==> src/rtl/inst_fetch_queue_pkg.sv <==
// rtl/inst_fetch_queue_pkg.sv - shared CPU types for the instruction fetch queue
package inst_fetch_queue_pkg;

  localparam int ADDR_W = 32;

  typedef enum logic {
    RUN    = 1'b0,
    HALTED = 1'b1
  } fetch_state_t;

  typedef struct packed {
    logic [ADDR_W-1:0] pc;
    logic [31:0]       inst;
  } fetch_entry_t;

endpackage

==> src/rtl/inst_fetch_queue_fifo.sv <==
// rtl/inst_fetch_queue_fifo.sv - fetch_fifo: circular entry store with flush
module fetch_fifo #(
  parameter int DEPTH = 4,
  parameter int WIDTH = 64
) (
  input  logic             clk,
  input  logic             rst,
  input  logic             push,
  input  logic             pop,
  input  logic             flush,
  input  logic [WIDTH-1:0] wdata,
  output logic             full,
  output logic             empty,
  output logic [WIDTH-1:0] rdata
);

  localparam int PW = (DEPTH > 1) ? $clog2(DEPTH) : 1;
  localparam int CW = $clog2(DEPTH) + 1;

  logic [WIDTH-1:0] mem_q [DEPTH];
  logic [WIDTH-1:0] mem_d [DEPTH];
  logic [PW-1:0]    wptr_q, wptr_d, rptr_q, rptr_d;
  logic [CW-1:0]    count_q, count_d;
  logic             do_push, do_pop;

  assign full  = (count_q == CW'(DEPTH));
  assign empty = (count_q == '0);
  assign rdata = mem_q[rptr_q];

  always_comb begin
    mem_d   = mem_q;
    wptr_d  = wptr_q;
    rptr_d  = rptr_q;
    count_d = count_q;
    do_pop  = pop && !empty;
    do_push = push && (!full || do_pop);
    // A flush drops everything, including a pop accepted in the same cycle.
    if (flush) begin
      wptr_d  = '0;
      rptr_d  = '0;
      count_d = '0;
    end else begin
      if (do_push) begin
        mem_d[wptr_q] = wdata;
        wptr_d        = wptr_q + PW'(1);
      end
      if (do_pop) begin
        rptr_d = rptr_q + PW'(1);
      end
      if (do_push && !do_pop) begin
        count_d = count_q + CW'(1);
      end else if (do_pop && !do_push) begin
        count_d = count_q - CW'(1);
      end
    end
  end

  always_ff @(posedge clk) begin
    mem_q <= mem_d;
    if (rst) begin
      wptr_q  <= '0;
      rptr_q  <= '0;
      count_q <= '0;
    end else begin
      wptr_q  <= wptr_d;
      rptr_q  <= rptr_d;
      count_q <= count_d;
    end
  end

endmodule

==> src/rtl/inst_fetch_queue.sv <==
// rtl/inst_fetch_queue.sv - PC sequencer feeding a decode-side fetch queue
module inst_fetch_queue
  import inst_fetch_queue_pkg::*;
#(
  parameter int               DEPTH    = 4,
  parameter logic [ADDR_W-1:0] RESET_PC = 32'd0,
  parameter logic [ADDR_W-1:0] HALT_PC  = 32'd18
) (
  input  logic              clk,
  input  logic              rst,
  output logic [ADDR_W-1:0] inst_addr,
  input  logic [31:0]       instruction,
  input  logic              redirect_valid,
  input  logic [ADDR_W-1:0] redirect_addr,
  output logic              out_valid,
  input  logic              out_ready,
  output logic [31:0]       out_inst,
  output logic [ADDR_W-1:0] out_pc,
  output logic              halted
);

  fetch_state_t      state_q, state_d;
  logic [ADDR_W-1:0] pc_q, pc_d;
  logic              push, pop, full, empty;
  fetch_entry_t      wr_entry, head;

  assign inst_addr = pc_q;
  assign out_valid = !empty;
  assign pop       = out_valid && out_ready;
  assign out_inst  = head.inst;
  assign out_pc    = head.pc;
  assign halted    = (state_q == HALTED);
  assign wr_entry  = '{pc: pc_q, inst: instruction};
  // A full queue still accepts a fetch when decode drains the head this cycle.
  assign push      = (state_q == RUN) && (pc_q != HALT_PC) && !redirect_valid && (!full || pop);

  always_comb begin
    state_d = state_q;
    pc_d    = pc_q;
    if (redirect_valid) begin
      state_d = RUN;
      pc_d    = redirect_addr;
    end else if (state_q == RUN && pc_q == HALT_PC) begin
      state_d = HALTED;
    end else if (push) begin
      pc_d = pc_q + 32'd1;
    end
  end

  always_ff @(posedge clk) begin
    if (rst) begin
      state_q <= RUN;
      pc_q    <= RESET_PC;
    end else begin
      state_q <= state_d;
      pc_q    <= pc_d;
    end
  end

  fetch_fifo #(
    .DEPTH(DEPTH),
    .WIDTH($bits(fetch_entry_t))
  ) u_fifo (
    .clk  (clk),
    .rst  (rst),
    .push (push),
    .pop  (pop),
    .flush(redirect_valid),
    .wdata(wr_entry),
    .full (full),
    .empty(empty),
    .rdata(head)
  );

endmodule

==> config.mk <==
export PLATFORM = sky130hd
export DESIGN_NAME = inst_fetch_queue
export DESIGN_NICKNAME = d
export VERILOG_FILES = /design/src/rtl/inst_fetch_queue_pkg.sv /design/src/rtl/inst_fetch_queue_fifo.sv /design/src/rtl/inst_fetch_queue.sv
export SDC_FILE = /design/constraint.sdc
export NUM_CORES = 1
export LEC_CHECK = 0
export CAP_MARGIN = 20
export CORE_MARGIN = 10
export CORE_UTILIZATION = 40
export DETAILED_ROUTE_END_ITERATION = 10
export GPL_ROUTABILITY_DRIVEN = 0
export PLACE_DENSITY = 0.62
export SLEW_MARGIN = 5
export SYNTH_ARGS = -nofsm -noshare
export SYNTH_HDL_FRONTEND = slang
export SYNTH_SLANG_ARGS = --single-unit
export TNS_END_PERCENT = 20
==> constraint.sdc <==
create_clock -name clk -period 4.3 [get_ports clk]
set_input_delay 1.29 -clock clk [delete_from_list [all_inputs] [get_ports clk]]
set_output_delay 1.29 -clock clk [all_outputs]
set_load 0.05 [all_outputs]
* Yosys cells after proc, flatten, opt, wreduce, memory -nomap -nowiden
Cells that the tools add are included.
** Cells by class
- Multiplexer cells :: 11
- $add $sub $neg :: 5
- Reduce and logical (&&, ||, !) cells :: 23
- Eq/ne operators :: 4
- Magnitude comparators :: 3
- Bitwise gates (word level) :: 4
** Operator list (count)
- bitwise mux 256 bit :: 1
- two-way mux 64 bit :: 3
- binary-select mux 64 bit (select 2 bit) :: 1
- demux 64 bit (select 2 bit) :: 1
- two-way mux 32 bit :: 3
- adder 32 x 1 -> 32 bit (second input constant) :: 1
- equality test 32 x 5 -> 1 bit (second input constant) :: 1
- != test 32 x 5 -> 1 bit (second input constant) :: 1
- logical AND 1 bit :: 10
- greater-or-equal comparator 3 bit (second input constant) :: 2
- two-way mux 3 bit :: 2
- NOT 2 -> 3 bit :: 2
- zero test 1 bit :: 5
- adder 2 x 1 -> 2 bit (second input constant) :: 2
- AND reduction 2 bit :: 2
- nonzero test 2 bit :: 2
- adder 3 x 1 -> 3 bit (second input constant) :: 1
- equality test 3 bit (second input constant) :: 1
- zero test 3 bit :: 1
- less-than comparator 3 x 1 -> 1 bit (second input constant) :: 1
- subtractor 3 x 1 -> 3 bit (second input constant) :: 1
- logical OR 1 bit :: 2
- != test 2 bit (second input constant) :: 1
- NOT 1 bit :: 2
- OR reduction 2 bit :: 1
** Storage, ports and cells
- Register bits after elaboration :: 296

* Logic depth before layout (Yosys ltp)
Gate-level depths: netlist of run 1.
- Depth after elaboration :: 10
- Depth in mapped cells :: 12

* Hierarchy
From an unflattened synthesis of run 1, not the netlist that was laid out.
** Second synthesis, totals
- Cells, all modules :: 634
- Area, all modules :: 11743.8 µm²
** Modules (own cells, without submodules)
- fetch_fifo :: times used 1, area each 9679.3 µm², cells each 383, seq. area each 7827.5 µm²
- inst_fetch_queue :: times used 1, area each 2064.5 µm², cells each 251, seq. area each 660.6 µm²

* Worst setup path after synthesis of run 1
OpenSTA, ideal clock, no wires.
- Path kind :: input to register
- Start :: in out_ready
- End :: reg u_fifo.mem_q[0] (netlist bit) (enable)
- Arrival time :: 3.713 ns
- Stages :: 6
- Setup slack :: 0.158 ns
- Setup time :: 0.429 ns
- Cells stage by stage :: nor4b_2 -> or2_1 -> buf_2 -> o21bai_2 -> nor2_1 -> and2_1
** Between the ends
- Word-level cells in the longest chain between the ends :: 5
** RTL lines
- from (decl) :: RTL line inst_fetch_queue.sv:16 : input logic out_ready,
- logical AND 1 bit (*) :: RTL line inst_fetch_queue.sv:29 : assign pop = out_valid && out_ready;
- logical OR 1 bit or logical AND 1 bit (tied branches) :: RTL line inst_fetch_queue.sv:35, inst_fetch_queue_fifo.sv:35
- logical AND 1 bit or logical OR 1 bit (tied branches) :: RTL line inst_fetch_queue.sv:35, inst_fetch_queue_fifo.sv:36
- logical AND 1 bit (*) :: RTL line inst_fetch_queue_fifo.sv:36 : do_push = push && (!full || do_pop);
- AND reduction 2 bit (no source line) (*)
- to (signal assigned) :: RTL line inst_fetch_queue_fifo.sv:59 : mem_q <= mem_d;
- to (decl) :: RTL line inst_fetch_queue_fifo.sv:20 : logic [WIDTH-1:0] mem_q [DEPTH];
Mark *: on every way between the ends. The rest lies on a longest branch, timed or not.
A chain may end at the register's enable or synchronous reset.

* Worst setup path after layout of run 1
- Start :: reg u_fifo.rptr_q[0]
- End :: out out_pc[11]
** Between the ends
- Word-level cells in the longest chain between the ends :: 4
** RTL lines
- from (decl) :: RTL line inst_fetch_queue_fifo.sv:22 : logic [PW-1:0] wptr_q, wptr_d, rptr_q, rptr_d;
- from (signal assigned) :: RTL line inst_fetch_queue_fifo.sv:66 : rptr_q <= rptr_d;
- NOT 2 -> 3 bit (implied by the code) :: RTL line inst_fetch_queue_fifo.sv:28 : assign rdata = mem_q[rptr_q];
- binary-select mux 64 bit (select 2 bit) :: RTL line inst_fetch_queue_fifo.sv:28
- two-way mux 64 bit (implied by the code) (2 in a row) :: RTL line inst_fetch_queue_fifo.sv:28
- to (decl) :: RTL line inst_fetch_queue.sv:18 : output logic [ADDR_W-1:0] out_pc,
Every way passes these cells. The select of a mux whose other input is x is not followed.

==> results of run 1 <==
layout make-up:
cell class | count | area [um^2] | share of cell area
Inverter | 13 | 48.80 | 0.003263
Sequential cell | 296 | 8496 | 0.5682
Tap cell | 384 | 480.5 | 0.03213
Clock buffer | 39 | 835.8 | 0.05589
Timing Repair Buffer | 181 | 1847 | 0.1235
Multi-Input combinational cell | 292 | 3030 | 0.2027
Clock inverter | 19 | 215.2 | 0.01439
routing by layer:
layer	up-vias	global-route usage	wire, um
met5	-	0	0
met4	0	0.03005	312
met3	25	0.03626	2239
met2	272	0.2348	12870
met1	3343	0.2079	12040
li1	2928	-	-
cells in the final DEF (no fill, tap or decap), types with 5 or more instances in the layout:
| cell type | n |
|---|---|
| mux4_2 | 64 |
| nand3_1 | 10 |
| inv_1 | 12 |
| ha_1 | 7 |
| or3_1 | 7 |
| a21oi_1 | 5 |
| nor3_1 | 16 |
| clkbuf_16 | 31 |
| xor2_1 | 6 |
| dfxtp_1 | 38 |
| edfxtp_1 | 256 |
| nand2_1 | 24 |
| buf_12 | 6 |
| xnor2_1 | 18 |
| nor4_1 | 8 |
| mux2i_1 | 5 |
| nand4_1 | 10 |
| nor4_4 | 5 |
| a211oi_1 | 15 |
| clkinv_1 | 5 |
| clkbuf_1 | 5 |
| o21ai_0 | 7 |
| buf_4 | 10 |
| nor2_1 | 37 |
| clkdlybuf4s50_1 | 165 |
final timing paths:
| path | depth (start not counted) | slack (ps) | endpoint |
|---|---|---|---|
| worst max register to register | 11 | 1230 | u_fifo.count_q[2]$_SDFFE_PP0P_ |
| worst min register to register | 2 | 520 | u_fifo.count_q[2]$_SDFFE_PP0P_ |
| worst max-delay path | 3 | 220 | out_pc[11] |
| worst min-delay path | 2 | 520 | u_fifo.count_q[2]$_SDFFE_PP0P_ |
registers in the layout, indices dropped and copies added (netlist names):
register / count
halted: 1
u_fifo.mem_q: 256
u_fifo.count_q: 3
u_fifo.wptr_q: 2
u_fifo.rptr_q: 2
inst_addr: 32
cells by family after synthesis:
family                     after synthesis
adders and majority gates                8
AOI/OAI and AO/OA                       41
DFF                                    296
buffers and inverters                   46
muxes                                   70
xor gates and xnor gates                24
and+or+nand+nor                        149
power by group:
group | internal (mW) | leakage (nW) | switching, mW
clock | 1.62 | 0.502 | 1.05
combinational | 0.325 | 1.59 | 0.530
sequential | 3.25 | 2.70 | 0.0865
total | 5.19 | 4.79 | 1.67
critical path: stages (launching register included):
cell and delay (ps):
dfxtp_4 370, buf_12 400, mux4_2 630, clkdlybuf4s50_1 730
==> flow_summary.ini, run 1 <==
[clock_network]
cts_resized = 0
post_cts_buffers = 0
worstSkewPairLatency_ps = 550
cts_made_buffers = 31
htree_levels = 1
cts_tree = built
root_buffer = clkbuf_16
cts.sinks = 296
clockBufferDepth = 3
postCtsHoldBufs = 0
clk_pin_slew_worst_paths_ps = 60

[die]
ios = 166
start_util = 0.4074
die_x_um = 191.2
core_area_mm2 = 0.02878
fp-row-count = 62
die_area_mm2 = 0.03656
fp.dieH_um = 191.2

[setup_path]
cp_data_required_time_ps = 3010
startpoint_type = flop
r2r-start = inst_addr[1]$_SDFFE_PP0P_
crit_path_start = u_fifo.rptr_q[0]$_SDFFE_PP0N_
cp_max_fo = 64
crit_type = flop to output port
endpoint_kind = output port
cp.arrival_ps = 2790

[sta]
fin_skew_ps = 25.03
hold_viol = 0
setup_viol_count_final = 0
timing.hold.ws_ps = 519.0
finalWorstSetupSlack_ps = 218.3
post-route-period-util = 0.9492
rsz0062_at_grt = false
slew_viol_final = 0
worstMarginPinSlew_ps = 1004
setup_tns_ps = 0
max_freq_mhz = 245.0
relSlewSlack = 0.3306
period_needed_ps = 4082

[routing]
wl_mm = 27.46
vias = 6568
firstDrtPassIters = 5
drcViolationCount = 0
wl_per_cell_um = 22.43
drtIter0Drc = 577
drtAntennaViolNets = 0
vias_per_cell = 5.366

[logic_synthesis]
ys.flop_type = edfxtp_1
synth_xor_area_frac = 0.01793
muxShareOfSynthArea = 0.1282
synth_most_common_cell = edfxtp_1
syn-cell-area_mm2 = 0.01172
synth-edff-count = 256
synth.ff_latch_count = 296
synth_cell_types = 49
synthDominantCellAreaShare = 0.6556
synth_fa_ha_area_frac = 0.009177
syn_area_per_cell_um2 = 18.49
async_flop_share = 0
syn_nets = 710
synth-simple-area-share = 0.07673
ys_seq_area_frac = 0.7239
synth_top_family_by_area = multiplexers
netlist.top_cell.by_area = edfxtp_1
synthTopCellsByCount = edfxtp_1 (256), mux4_2 (64), dfxtp_1 (40), nor2_1 (37), nand2_1 (24)
synth_area_leaders = edfxtp_1 (66%), mux4_2 (12%), dfxtp_1 (6.8%), xnor2_1 (1.3%), nor2_1 (1.2%)
synth_compound_area_frac = 0.02561
synthCells = 634
yosysWarningCount = 0

[final_layout]
syn2layout_area_growth_pct = 27.53
antenna_cells = 0
final.fill_count = 2303
layout-drive-gt1-share = 0.1786
post-route-util = 0.5196
fin_area_mm2 = 0.01495
nNetsFinal = 891
layout.cells.non_filler = 1224

[hold_path]
hold_class = flop to flop
min_from = u_fifo.count_q[2]$_SDFFE_PP0P_

[placement]
place_area_mm2 = 0.01390
pre_cts_slack_ps = 363.9
place.port_buffers = 165
dp_hpwl_mm = 17.32
dp_cells = 1166

[power_and_ir_drop]
p_total_mw = 6.858
p_per_area_mw_per_mm2 = 458.6
leakage_nw = 4.789
vdd_drop_max_v = 0.0002944

[global_route]
grt_overflow = 0
grt_start_max_net_pins = 65
antenna_found_initial = 0
grt_pass1_vias = 7022
grt_util_all_layers = 0.1494
grt_pass1_wl_mm = 42.75

[flow_run]
maxCapViolCount = 0

[outcome]
status = finished, final reports clean
Power figures use the tool's default switching activity.
==> run 2: changes to the inputs <==
--- a/config.mk
+++ b/config.mk
@@ -8,9 +8,11 @@
 export CAP_MARGIN = 20
 export CORE_MARGIN = 10
 export CORE_UTILIZATION = 40
+export CTS_CLUSTER_DIAMETER = 100
 export DETAILED_ROUTE_END_ITERATION = 10
 export GPL_ROUTABILITY_DRIVEN = 0
-export PLACE_DENSITY = 0.62
+export HOLD_SLACK_MARGIN = 0.05
+export PLACE_DENSITY = 0.6
 export SLEW_MARGIN = 5
 export SYNTH_ARGS = -nofsm -noshare
 export SYNTH_HDL_FRONTEND = slang
==> constraint.sdc (replaced) <==
create_clock -name clk -period 3.9 [get_ports clk]
set_input_delay 1.17 -clock clk [delete_from_list [all_inputs] [get_ports clk]]
set_output_delay 1.17 -clock clk [all_outputs]
set_load 0.05 [all_outputs]
==> run 2 against run 1 <==
  * Combinational power up 12%
  * Routed wire length up 1.9%
  * Via count up 0.27%
  * First-iteration DRC count down 21%
  * Die area unchanged
  * Register-to-register slack worse by 160 ps
  * Worst hold slack better by 14 ps
  * Sequential power up 10%
  * Sequential share of layout area down 0.67 points
  * Global-route usage up 0.22 points
  * Critical path type unchanged
  * Largest power group unchanged
  * Highest routed layer unchanged
==> flow_summary.ini, run 2 (synthesis gave the netlist of run 1 again) <==
[outcome]
status = finished, final reports clean

[setup_path]
cp_max_fo = 15
cp.arrival_ps = 2620
crit_chain = buf_12, mux4_2, clkdlybuf4s50_1
endpoint_kind = output port
cp_data_required_time_ps = 2730
critPathSlowestCell = clkdlybuf4s50_1
crit_path_max_incr_delay_ps = 720
crit_type = flop to output port
startpoint_type = flop

[placement]
place.port_buffers = 165
dp_hpwl_mm = 19.08
place_area_mm2 = 0.01407
dp_cells = 1182
pre_cts_slack_ps = 182.7

[final_layout]
largest_reg_flops = 256
final.fill_count = 2301
layout.cells.non_filler = 1238
final_common_cell = edfxtp_1
post-route-util = 0.5258
fin_area_mm2 = 0.01513
regMostFlops = u_fifo.mem_q
layout-drive-gt1-share = 0.2084
antenna_cells = 0
syn2layout_area_growth_pct = 29.06
mostFrequentLayoutCells = edfxtp_1 (256), clkdlybuf4s50_1 (135), mux4_2 (64)
nNetsFinal = 906

[routing]
wl_per_cell_um = 22.61
wl_mm = 27.99
vias_per_cell = 5.320
drcViolationCount = 0
firstDrtPassIters = 4
drtAntennaViolNets = 0
vias = 6586
drtIter0Drc = 457

[clock_network]
cts_tree = built
root_buffer = clkbuf_16
clk_pin_slew_worst_paths_ps = 70
post_cts_buffers = 0
cts.sinks = 296
clockBufferDepth = 3
cts_made_buffers = 30
postCtsHoldBufs = 0
worstSkewPairLatency_ps = 550
cts_resized = 5
htree_levels = 1

[global_route]
grt_pass1_wl_mm = 43.13
grt_pass1_vias = 7135
grt_start_max_net_pins = 35
grt_overflow = 0
grt_util_all_layers = 0.1516
antenna_found_initial = 0

[power_and_ir_drop]
leakage_nw = 5.052
vdd_drop_max_v = 0.0003637
p_total_mw = 7.496
p_per_area_mw_per_mm2 = 495.4

[die]
fp.dieH_um = 191.2
die_x_um = 191.2
die_area_mm2 = 0.03656
core_area_mm2 = 0.02878
start_util = 0.4074
fp-row-count = 62
ios = 166

[flow_run]
maxCapViolCount = 0

[hold_path]
hold_class = flop to flop

[sta]
post-route-period-util = 0.9718
fin_skew_ps = 19.64
relSlewSlack = 0.4035
hold_viol = 0
slew_viol_final = 0
setup_viol_count_final = 0
period_needed_ps = 3790
max_freq_mhz = 263.9
worstMarginPinSlew_ps = 894.7
finalWorstSetupSlack_ps = 110.1
rsz0062_at_grt = false
timing.hold.ws_ps = 533.0
setup_tns_ps = 0
==> run 2: layout make-up <==
cell class                      count  area (um^2)  share of cell area
Tap cell                          384        480.5             0.03175
Clock inverter                     19        206.4             0.01364
Timing Repair Buffer              197         2053              0.1357
Inverter                           13        48.80            0.003225
Multi-Input combinational cell    292         3030              0.2003
Clock buffer                       37        817.0             0.05399
Sequential cell                   296         8496              0.5614
==> run 2: worst max-delay path, delay by kind of cell, from the launching register on <==
family	cells	cell delay, ps
buffers and inverters	2	950
DFF	1	570
muxes	1	530
==> run 2: metal layers <==
metal,part of all wire,wire (um),track usage
met3,0.068,1902,0.03717
met2,0.48,13400,0.2468
met1,0.44,12390,0.2042
met5,0,0,0
met4,0.011,306,0.02764
==> run 2: path summary, 6_finish.rpt <==
check                                                     from  cells after the start  slack [ps]                              to
worst max register to register       inst_addr[0]$_SDFFE_PP0P_                     12        1070  u_fifo.count_q[2]$_SDFFE_PP0P_
worst max-delay path             u_fifo.rptr_q[0]$_SDFFE_PP0N_                      3         110                       out_pc[4]
worst min register to register  u_fifo.count_q[2]$_SDFFE_PP0P_                      2         530  u_fifo.count_q[2]$_SDFFE_PP0P_
worst min-delay path            u_fifo.count_q[2]$_SDFFE_PP0P_                      2         530  u_fifo.count_q[2]$_SDFFE_PP0P_
==> run 2: report_power, final <==
part	internal, mW	switching, mW
clock	1.66	1.21
combinational	0.367	0.587
sequential	3.58	0.0966
total	5.60	1.90
==> run 3: changes to the inputs <==
==> constraint.sdc (replaced) <==
create_clock -name clk -period 3.9 [get_ports clk]
set_input_delay 1.17 -clock clk [delete_from_list [all_inputs] [get_ports clk]]
set_output_delay 1.17 -clock clk [all_outputs]
set_load 0.01 [all_outputs]
==> run 3 against run 2 <==
  * Setup slack gained 110 ps
  * Sequential cell count is the same
  * Via count shrank 0.70%
  * Total power shrank 6.0%
  * Design area shrank 1.6%
  * Combinational power shrank 31%
  * Utilization shrank 0.85 points
  * Maximum frequency grew 3.1%
  * Register-to-register slack lost 80 ps
  * Clock skew shrank 9.2 ps
==> flow_summary.ini, run 3 (synthesis gave the netlist of run 1 again) <==
[global_route]
grt_pass1_wl_mm = 42.72
grt_pass1_vias = 7104
antenna_found_initial = 0
grt_util_all_layers = 0.1491
grt_overflow = 0
grt_start_max_net_pins = 65

[setup_path]
crit_type = flop to output port
timing.rr.end = u_fifo.count_q[2]$_SDFFE_PP0P_
cp.arrival_ps = 2510
startpoint_type = flop
cp_max_fo = 28
reg2regPathDepth = 12
cp_data_required_time_ps = 2730
endpoint_kind = output port
endpoint = out_pc[13]
r2r-start = inst_addr[0]$_SDFFE_PP0P_
reg2reg_slack_ps = 990
crit_path_start = u_fifo.rptr_q[0]$_SDFFE_PP0N_

[final_layout]
final_common_cell = edfxtp_1
antenna_cells = 0
layout-drive-gt1-share = 0.1694
syn2layout_area_growth_pct = 26.98
nNetsFinal = 896
layout.cells.non_filler = 1228
mostFrequentLayoutCells = edfxtp_1 (256), clkdlybuf4s50_1 (165), mux4_2 (64)
regMostFlops = u_fifo.mem_q
largest_reg_flops = 256

[sta]
period_needed_ps = 3677
post-route-period-util = 0.9427
max_freq_mhz = 272.0
fin_skew_ps = 10.46
slew_viol_final = 0
worstMarginPinSlew_ps = 941.1
relSlewSlack = 0.3726
setup_viol_count_final = 0
hold_viol = 0
rsz0062_at_grt = false

[clock_network]
cts_resized = 0
cts_tree = built
cts.sinks = 296
worstSkewPairLatency_ps = 540
post_cts_buffers = 0
clockBufferDepth = 3
root_buffer = clkbuf_16
postCtsHoldBufs = 0
clk_pin_slew_worst_paths_ps = 60
htree_levels = 1
cts_made_buffers = 30

[placement]
dp_cells = 1172
dp_hpwl_mm = 17.85
place.port_buffers = 165

[die]
core_area_mm2 = 0.02878
die_area_mm2 = 0.03656
start_util = 0.4074
fp-row-count = 62
die_x_um = 191.2
ios = 166
fp.dieH_um = 191.2

[outcome]
status = finished, final reports clean

[routing]
vias_per_cell = 5.326
drtIter0Drc = 437
wl_mm = 27.41
drtAntennaViolNets = 0
firstDrtPassIters = 4
drcViolationCount = 0
vias = 6540
wl_per_cell_um = 22.32

[power_and_ir_drop]
p_per_area_mw_per_mm2 = 473.3
p_clk_frac = 0.384
power.internal_mw = 5.523
combPwrFrac = 0.094
switching_share = 0.2162
leakage_nw = 4.765
seqPwrFrac = 0.522
p_total_mw = 7.047
vdd_drop_max_v = 0.0003493
p_sw_mw = 1.524

[flow_run]
maxCapViolCount = 0

[hold_path]
hold_class = flop to flop
==> run 3: routing by layer <==
metal | wire (um) | global-route usage | vias to the layer above
met1 | 12320 | 0.2015 | 3372
li1 | - | - | 2923
met2 | 13080 | 0.2442 | 222
met3 | 1772 | 0.03571 | 23
met4 | 246 | 0.02374 | 0
met5 | 0 | 0 | -
==> run 3: worst min path at each step <==
stage	slack, ps	to	cells past startpoint	start
3_5_place_dp	510	u_fifo.count_q[2]$_SDFFE_PP0P_	2	u_fifo.count_q[2]$_SDFFE_PP0P_
6_report	520	u_fifo.count_q[2]$_SDFFE_PP0P_	2	u_fifo.count_q[2]$_SDFFE_PP0P_
5_1_grt	570	u_fifo.count_q[2]$_SDFFE_PP0P_	2	u_fifo.count_q[2]$_SDFFE_PP0P_
2_1_floorplan	460	u_fifo.count_q[2]$_SDFFE_PP0P_	2	u_fifo.count_q[2]$_SDFFE_PP0P_
4_1_cts	520	u_fifo.count_q[2]$_SDFFE_PP0P_	2	u_fifo.count_q[2]$_SDFFE_PP0P_
3_3_place_gp	510	u_fifo.count_q[2]$_SDFFE_PP0P_	2	u_fifo.count_q[2]$_SDFFE_PP0P_
==> run 3: through the flow <==
| step | util | setup slack [ps] | hold slack (ps) | cell area (um^2) | setup TNS, ps |
|---|---|---|---|---|---|
| finish | 0.5173 | 223.4 | 524.3 | 14890 | 0 |
| CTS | 0.5173 | 160.2 | 516.0 | 14890 | 0 |
| detailed placement | 0.4850 | 118.6 | 509.7 | 13960 | 0 |
| global placement | 0.4850 | 238.3 | 505.7 | 13960 | 0 |
| floorplan | - | -120.8 | 461.8 | 11730 | -7729 |
| global route | 0.5173 | 95.24 | 569.6 | 14890 | 0 |
==> run 3: layout make-up <==
| class | instances | area (um^2) |
|---|---|---|
| clock buffer | 47 | 824.5 |
| timing repair buffer | 187 | 1904 |
| clock inverter | 9 | 103.9 |
| multi-input combinational | 292 | 3030 |
| tap | 384 | 480.5 |
| inverter | 13 | 48.80 |
| sequential | 296 | 8496 |
| fill | 2302 | 13890 |
==> run 3: worst max-delay path: stages (launching register included) <==
cell and delay, ps:
dfxtp_4 560, buf_12 300, mux4_2 550, clkdlybuf4s50_1 550
==> run 3: power by group through the flow <==
stage / sequential (mW) / clock, mW / combinational (mW)
2_1_floorplan: 3.72 / 0 / 0.289
5_1_grt: 3.70 / 2.91 / 0.714
3_5_place_dp: 3.75 / 0 / 0.672
3_3_place_gp: 3.74 / 0 / 0.666
6_report: 3.68 / 2.71 / 0.659
4_1_cts: 3.68 / 2.77 / 0.677
==> edit (settings of run 3) <==
`DEPTH` is set to 4 in 2 places; all go to 8.
--- a/src/rtl/inst_fetch_queue_fifo.sv
+++ b/src/rtl/inst_fetch_queue_fifo.sv
@@ -1,5 +1,5 @@
 // rtl/inst_fetch_queue_fifo.sv - fetch_fifo: circular entry store with flush
 module fetch_fifo #(
-  parameter int DEPTH = 4,
+  parameter int DEPTH = 8,
   parameter int WIDTH = 64
 ) (
--- a/src/rtl/inst_fetch_queue.sv
+++ b/src/rtl/inst_fetch_queue.sv
@@ -3,5 +3,5 @@
   import inst_fetch_queue_pkg::*;
 #(
-  parameter int               DEPTH    = 4,
+  parameter int               DEPTH    = 8,
   parameter logic [ADDR_W-1:0] RESET_PC = 32'd0,
   parameter logic [ADDR_W-1:0] HALT_PC  = 32'd18
Function: no difference found for any inputs over 4 cycles, from zero or initial values and one cycle with rst high; that may be too few to reach the edited logic, so the function may still have changed.
==> edit against run 3 <==
Power is 90% higher; final cell count is 65% higher; sequential power is 83% higher; synthesized cell count is 64% higher; final area is 81% higher; critical path depth is 2 higher; area after synthesis is 84% higher; setup slack worse by 0.12 ns; utilization is 1.5 points lower; sequential cell count is 259 higher; wire length is 77% higher; clock skew is 0.0057 ns higher; non-clock buffer count is 50 higher; critical path type unchanged; largest cell class unchanged; highest routed layer unchanged.
==> edit: results (changes against run 3) <==
- Outcome: complete, no violations (unchanged).
- The routed length per instance was 23.9 microns (was 22.3 microns).
- The worst slew margin relative to its limit is 0.312 (was 0.373).
- The leakage power came to 8.67 nW (was 4.76 nW).
- The via count of the first global-routing pass is 11600 (was 7104).
- The worst hold-check path type is register to register (unchanged).
- The detailed-routing iteration count for the pre-antenna-repair pass was 5 (was 4).
- The number of hold violations in the final report is 0 (unchanged).
- The met2 global-route usage was 0.248 (was 0.244).
- The cell with the biggest individual delay on the critical path is mux4_2 (was dfxtp_4).
- The pin count of the biggest net entering global routing is 63 (was 65).
- The number of nets in the synthesized netlist is 1116 (was 710).
- The clock latency reported for the late side of the worst-skew pair is 0.61 ns (was 0.54 ns).
- The clock transition at the registers of the reported paths is 0.06 ns (about the same).
- Most area-consuming cells after synthesis: edfxtp_1 71%, mux4_2 13%, dfxtp_1 4.0%, mux2_2 3.3%, a211oi_1 0.94% (was edfxtp_1 66%, mux4_2 12%, dfxtp_1 6.8%, xnor2_1 1.3%, nor2_1 1.2%).
- The register name with the most flops is u_fifo.mem_q (unchanged).
- The first-pass GRT wire length is 73.9 mm (was 42.7 mm).
- The met3 routing resource usage after global routing is 0.0345 (was 0.0357).
- The number of synthesized flops with an enable pin is 512 (was 256).
- The met1 usage in global routing is 0.206 (was 0.201).
- The proportion of layout cells with a drive suffix above 1 came to 0.283 (was 0.169).
- The detailed placer's ending HPWL was 28.9 mm (was 17.8 mm).
- The net count of the finished layout is 1360 (was 896).
- The async set-reset flop share out of synthesis came to 0 (unchanged).
- The placement-stage cell area was 24700 sq um (was 14000 sq um).
- The number of flip-flops in the largest register is 512 (was 256).
- The share of synthesized area spent on multiplexers was 0.168 (was 0.128).
- The post-synthesis adder-cell area fraction is 0.00498 (was 0.00918).
- The number of buffers inserted during clock tree synthesis came to 56 (was 30).
- The total track usage was 0.152 (was 0.149).
- The number of levels the H-tree was split into is 2 (was 1).
- The detailed-route vias per instance is 5.36 (was 5.33).
- The per-instance average area after synthesis is 20.8 sq um (was 18.5 sq um).
- The critical-path maximum fanout came to 13 (was 28).
- The fraction of the yosys area taken by sequential cells is 0.752 (was 0.724).
- The initial detailed-routing violation count came to 770 (was 437).
- The longest individual stage delay on the worst path came to 0.51 ns (was 0.56 ns).
- The antenna cell count is 0 (unchanged).
- The post-place setup slack was 0.237 ns (was 0.119 ns).
- The buffer levels on the longest clock path is 3 (unchanged).
- The distinct cell type count of the synthesized netlist is 40 (was 49).
- The initial antenna violation count is 1 (was 0).
- The number of cells in the design after placement is 1906 (was 1172).
- The post-detailed-routing wire length came to 48.4 mm (was 27.4 mm).
- Most numerous cell types in the synthesized netlist: 512 x edfxtp_1, 128 x mux4_2, 64 x mux2_2 (was 256 x edfxtp_1, 64 x mux4_2, 40 x dfxtp_1).
- The maximum ir drop on the vdd rail is 0.360 mV (was 0.349 mV).
- The arrival time at the worst endpoint is 2.63 ns (was 2.51 ns).
- The xor/xnor share of the synthesized area is 0.0138 (was 0.0179).
- The compound-cell area share of the yosys netlist came to 0.0181 (was 0.0256).
- The worst clock skew came to 0.0162 ns (was 0.0105 ns).
## edit: changes by cell type after synthesis, sizes merged, moves of 5 or more
cell,before,now
mux2,1,64
nand2,24,15
nor3,19,4
mux4,64,128
nor4,15,22
a211oi,16,27
xor2,6,11
clkbuf,16,32
nor2,37,50
and2,7,1
xnor2,18,23
edfxtp,256,512
## edit: where the power goes
group / total [mW] / switching [mW] / internal (mW)
clock network: 5.57 / 2.21 / 3.36
logic: 1.08 / 0.518 / 0.566
registers: 6.74 / 0.0848 / 6.65
## edit: routing by layer
layer,part of all wire,vias up
met5,0,-
met4,0.015,0
met3,0.051,57
met2,0.49,257
met1,0.45,5730
li1,-,4806
## edit: worst max-delay path, delay by kind of cell, from the launching register on
family                 cells  cell delay, ns
buffers and inverters      3            0.81
DFF                        1            0.42
muxes                      2            0.79
## edit: what timing repair did
action	CTS	global route
setup endpoints to repair	61	29
setup buffers	7	7
gates resized for setup	42	20
cloned	0	2
## edit: path summary, 6_finish.rpt
check	startpoint	to	slack (ns)	cells past startpoint
setup / recovery	u_fifo.rptr_q[0]	out_inst[5]	0.10	5
hold / removal	u_fifo.wptr_q[0]	u_fifo.wptr_q[0]	0.49	2
setup reg to reg	inst_addr[0]	u_fifo.count_q[3]	0.89	14
hold reg to reg	u_fifo.wptr_q[0]	u_fifo.wptr_q[0]	0.49	2
## edit: layout make-up
| cell class | instances | area, sq um |
|---|---|---|
| Clock buffer | 67 | 1510 |
| Multi-Input combinational cell | 425 | 5220 |
| Timing Repair Buffer | 237 | 2610 |
| Fill cell | 4345 | 26700 |
| Clock inverter | 36 | 422 |
| Inverter | 9 | 33.8 |
| Sequential cell | 555 | 16200 |
| Tap cell | 696 | 871 |
